[src/rtl/binary_search3bit.sv]
// ============================================================================
// Module   : binary_search3bit
// Brief    : Binary search of a hidden 3-bit target through an external
//            comparator; reports the match, or an error on inconsistent flags.
// Revision : 1.0
// ============================================================================
`timescale 1ns/1ps
`default_nettype none

module binary_search3bit #(
    parameter int MAX_PROBES = 4
) (
    input  logic       clk,
    input  logic       rst,
    input  logic       start,
    input  logic       greater,
    input  logic       equal,
    input  logic       lower,
    output logic [2:0] probe,
    output logic       busy,
    output logic       done,
    output logic [2:0] result,
    output logic       found,
    output logic       err,
    output logic [2:0] probe_count
);

    typedef enum logic [1:0] {
        IDLE   = 2'd0,
        SEARCH = 2'd1,
        DONE   = 2'd2
    } state_t;

    state_t     r_state;
    logic [2:0] r_lo;
    logic [2:0] r_hi;

    logic       w_onehot;
    logic [2:0] w_cnt_next;
    logic       w_limit;
    logic [2:0] w_lo_up;
    logic [2:0] w_hi_dn;
    logic       w_fail;
    logic [2:0] w_next_lo;
    logic [2:0] w_next_hi;
    logic [2:0] w_next_probe;

    assign w_onehot   = ({greater, equal, lower} == 3'b100) ||
                        ({greater, equal, lower} == 3'b010) ||
                        ({greater, equal, lower} == 3'b001);
    assign w_cnt_next = (probe_count == 3'd7) ? 3'd7 : probe_count + 3'd1;
    assign w_limit    = (int'({29'd0, w_cnt_next}) >= MAX_PROBES);
    assign w_lo_up    = probe + 3'd1;
    assign w_hi_dn    = probe - 3'd1;

    // Midpoint sums are taken 4 bits wide so lo+hi never wraps.
    always_comb begin
        w_fail       = 1'b0;
        w_next_lo    = r_lo;
        w_next_hi    = r_hi;
        w_next_probe = probe;
        if (!w_onehot) begin
            w_fail = 1'b1;
        end else if (lower) begin
            w_next_lo    = w_lo_up;
            w_next_probe = 3'(({1'b0, w_lo_up} + {1'b0, r_hi}) >> 1);
            w_fail       = (probe == 3'd7) || (w_lo_up > r_hi) || w_limit;
        end else if (greater) begin
            w_next_hi    = w_hi_dn;
            w_next_probe = 3'(({1'b0, r_lo} + {1'b0, w_hi_dn}) >> 1);
            w_fail       = (probe == 3'd0) || (r_lo > w_hi_dn) || w_limit;
        end
    end

    always_ff @(posedge clk or posedge rst) begin
        if (rst) begin
            r_state     <= IDLE;
            probe       <= 3'd0;
            result      <= 3'd0;
            probe_count <= 3'd0;
            busy        <= 1'b0;
            done        <= 1'b0;
            found       <= 1'b0;
            err         <= 1'b0;
            r_lo        <= 3'd0;
            r_hi        <= 3'd7;
        end else begin
            case (r_state)
                IDLE: begin
                    done <= 1'b0;
                    if (start) begin
                        r_state     <= SEARCH;
                        busy        <= 1'b1;
                        r_lo        <= 3'd0;
                        r_hi        <= 3'd7;
                        probe       <= 3'd3;
                        probe_count <= 3'd0;
                        found       <= 1'b0;
                        err         <= 1'b0;
                        result      <= 3'd0;
                    end
                end
                SEARCH: begin
                    probe_count <= w_cnt_next;
                    // A match takes priority over the probe-count limit.
                    if (w_onehot && equal) begin
                        result  <= probe;
                        found   <= 1'b1;
                        busy    <= 1'b0;
                        r_state <= DONE;
                    end else if (w_fail) begin
                        err     <= 1'b1;
                        busy    <= 1'b0;
                        r_state <= DONE;
                    end else begin
                        r_lo  <= w_next_lo;
                        r_hi  <= w_next_hi;
                        probe <= w_next_probe;
                    end
                end
                DONE: begin
                    done    <= 1'b1;
                    r_state <= IDLE;
                end
                default: r_state <= IDLE;
            endcase
        end
    end

endmodule

`default_nettype wire

[config.mk]
export PLATFORM = sky130hd
export DESIGN_NAME = binary_search3bit
export DESIGN_NICKNAME = d
export VERILOG_FILES = /design/src/rtl/binary_search3bit.sv
export SDC_FILE = /design/constraint.sdc
export NUM_CORES = 1
export LEC_CHECK = 0
export ABC_AREA = 1
export CAP_MARGIN = 25
export CORE_MARGIN = 2
export CORE_UTILIZATION = 49
export CTS_CLUSTER_SIZE = 24
export DETAILED_ROUTE_END_ITERATION = 8
export PLACE_DENSITY = 0.75
export SYNTH_ARGS = -nofsm -noshare
export SYNTH_HDL_FRONTEND = slang
export SYNTH_SLANG_ARGS = --single-unit
[constraint.sdc]
create_clock -name clk -period 2.4 [get_ports clk]
set_clock_uncertainty 0.15 [all_clocks]
set_input_delay 0.48 -clock clk [delete_from_list [all_inputs] [get_ports clk]]
set_output_delay 0.48 -clock clk [all_outputs]
set_load 0.05 [all_outputs]
==> impl_metrics.tcl <==
set metrics [dict create \
    outcome "completed" \
    rsz0062_at_grt "true" \
    seq_area_frac_synth 0.378 \
    drc_errors 0 \
    reg2reg_slack_ns 0.02 \
    setup_viol 0 \
    critPathMaxStageDelay_ns 0.46 \
    routabilityCongestion 0.989 \
    synth_nets 203 \
    worstPathArrival_ns 2.44 \
    dieArea_um2 3300 \
    r2r-end "r_lo[2]" \
    chipHeight_um 57.5 \
    io_buffer_count 18 \
    drt_iter0_drc 47 \
    hpwl_mm 2.62 \
    clk_latency_ns 0.31 \
    post-route-worst-setup-slack_ns 0.0213 \
    cp_cell_sequence "ha_4 > ha_4 > ha_4 > nand2_2 > or2_0 > nand2_1 > nand2_1 > a21oi_2 > nand2_2 > nand2_4 > nand2_4 > nand2_1 > nand2_1" \
    synthFlopType "dfrtp_1" \
    cts_inserted_buffers 3 \
    start_kind "flip-flop" \
    via_per_inst 5.23 \
    cp.required_ns 2.46 \
    core_area_um2 2730 \
    cts_root_buffer "clkbuf_4" \
    area_growth_pct 31.5 \
    grt_pass1_vias 1199 \
    syn_area_per_cell_um2 7.74 \
    vias 1291 \
    tritoncts "done" \
    antenna_left 0 \
    setup_tns_ns 0 \
    h-tree-depth 1 \
    cp-end-kind "flip-flop" \
    firstDrtPassIters 4 \
    syn_area_um2 1400 \
    min_path_type "primary input to async pin" \
    antenna_cells 0 \
    crit_start "probe[0]" \
    synth_edf_count 0 \
    grt_max_degree 22 \
    grt_pass1_wl_mm 5.50 \
    synth_cell_type_count 22 \
    crit_path_max_fanout 5 \
    crit_type "flip-flop to flip-flop" \
    fill_cells 221 \
    clockBufferDepth 2 \
    io_pins 19 \
    crit_path_top_delay_cell "dfrtp_2" \
    ys_seq_elements 21 \
    yosys_warnings 0 \
    tightest_slew_ns 0.495 \
    rows 19 \
    fin_nets 239 \
    fmax_mhz 420 \
    path_clk_slew_ns 0.12 \
    dp_slack_ns 0.0232 \
    gr-total-overflow 0 \
    finalCritPeriodShare 0.991 \
    fp.dieW_um 57.5 \
    start_util 0.512 \
    async_flop_share 1.00 \
    worstRegToRegCells 13 \
    max_slew_margin 0.669 \
    antenna_found_initial 0 \
    slew_viol_final 0 \
    cts_sinks 21 \
    path_common_cell "nand2_1" \
    layout_min_cycle_time_ns 2.38 \
    dpl_cell_area_um2 1700 \
    drive_gt1_frac 0.227 \
    track_usage 0.217 \
    hold_viol 0 \
    syn_inst 181 \
    wire_per_inst_um 13.9 \
    cap_violations 0 \
    r2r-start "probe[0]" \
    wirelength_mm 3.44 \
    fin_area_um2 1840 \
]
==> synthesized netlist by cell type, types with 2 or more instances <==
cell type / number / area, um^2
ha_1: 14 / 175
a21oi_2: 2 / 17.5
inv_2: 2 / 7.51
xor2_1: 2 / 17.5
inv_1: 22 / 82.6
dfrtp_1: 18 / 450
nand2_2: 5 / 31.3
a21oi_1: 6 / 30.0
nand3b_1: 3 / 22.5
nand3_1: 11 / 55.1
nor2_1: 16 / 60.1
o21ai_1: 3 / 15.0
fa_1: 2 / 40.0
o21ai_0: 11 / 55.1
dfstp_2: 3 / 78.8
nand2_1: 55 / 206
==> cell type report <==
cell class | instances | area [um^2] | area share
Multi-Input combinational cell | 137 | 882 | 0.479
Clock inverter | 1 | 5.00 | 0.00272
Tap cell | 31 | 38.8 | 0.0211
Inverter | 24 | 90.1 | 0.0489
Sequential cell | 21 | 533 | 0.289
Clock buffer | 3 | 22.5 | 0.0122
Timing Repair Buffer | 30 | 270 | 0.147
==> repair_timing <==
action | in CTS | in global routing
hold endpoints to repair | 0 | 0
setup endpoints to repair | 1 | 12
gates resized for setup | 0 | 13
hold buffers | 0 | 0
gates cloned | 0 | 1
pin swaps | 0 | 8
buffers inserted | 1 | 6
==> worst max path at each step <==
stage               slack, ns      end  cells after the start
CTS                      0.01  r_lo[2]                     13
detailed placement       0.02  r_lo[2]                     13
global placement         0.11  r_lo[0]                     13
global route            -0.08  r_lo[2]                     13
finish                   0.02  r_lo[2]                     13
floorplan              0.0004  r_lo[1]                     13
==> routing by layer <==
metal / routed length (um) / global-route usage
met1: 1540 / 0.290
met2: 1640 / 0.359
met3: 163 / 0.0204
met4: 88 / 0.0930
met5: 0 / 0
==> critical path: cells and delay by family (launching register included) <==
family	cells	cell delay, ns
simple gates	9	0.79
fa+ha+maj	3	0.68
compound gates	1	0.22
flops	1	0.46
==> state kept, by name, indices dropped and copies added, names as in the netlist <==
| signal | count |
|---|---|
| probe | 3 |
| probe_count | 3 |
| r_hi | 3 |
| r_lo | 3 |
| result | 3 |
| r_state | 2 |
| busy | 1 |
| done | 1 |
| err | 1 |
| found | 1 |
==> stage by stage <==
step	hold WS, ns	utilization	cells
finish	0.345	0.674	247
global route	0.372	0.674	247
CTS	0.349	0.635	240
detailed placement	0.313	0.622	235
global placement	0.307	0.622	235
floorplan	0.302	-	181
==> cells by family (layout without fill, tap and decap cells) <==
family                     Yosys count  after routing  synth area share
AOI/OAI and AO/OA                   24             24            0.0956
xor gates and xnor gates             2              2            0.0125
adders and majority gates           16             16             0.154
buffers and inverters               24             58            0.0643
DFF                                 21             21             0.378
and+or+nand+nor                     94             95             0.296
==> placed cells by master, fill, tap and decap left out, types with 2 or more instances in the layout <==
| cell | instances |
|---|---|
| nand2_1 | 51 |
| inv_1 | 21 |
| clkdlybuf4s50_1 | 18 |
| nor2_1 | 16 |
| dfrtp_1 | 15 |
| buf_4 | 12 |
| nand3_1 | 10 |
| o21ai_0 | 9 |
| ha_1 | 9 |
| nand2_2 | 8 |
| a21oi_1 | 6 |
| ha_4 | 5 |
| inv_2 | 3 |
| o21ai_2 | 3 |
| o21ai_1 | 3 |
| nand2_4 | 3 |
| nand3b_1 | 3 |
| clkbuf_4 | 3 |
| dfrtp_2 | 3 |
| dfstp_2 | 3 |
| nand3_2 | 2 |
| a21oi_2 | 2 |
| xor2_1 | 2 |
| fa_1 | 2 |
Power is left out: the tool's default activity adds up to more than one toggle a clock period on the data nets, which glitch-free logic cannot reach.
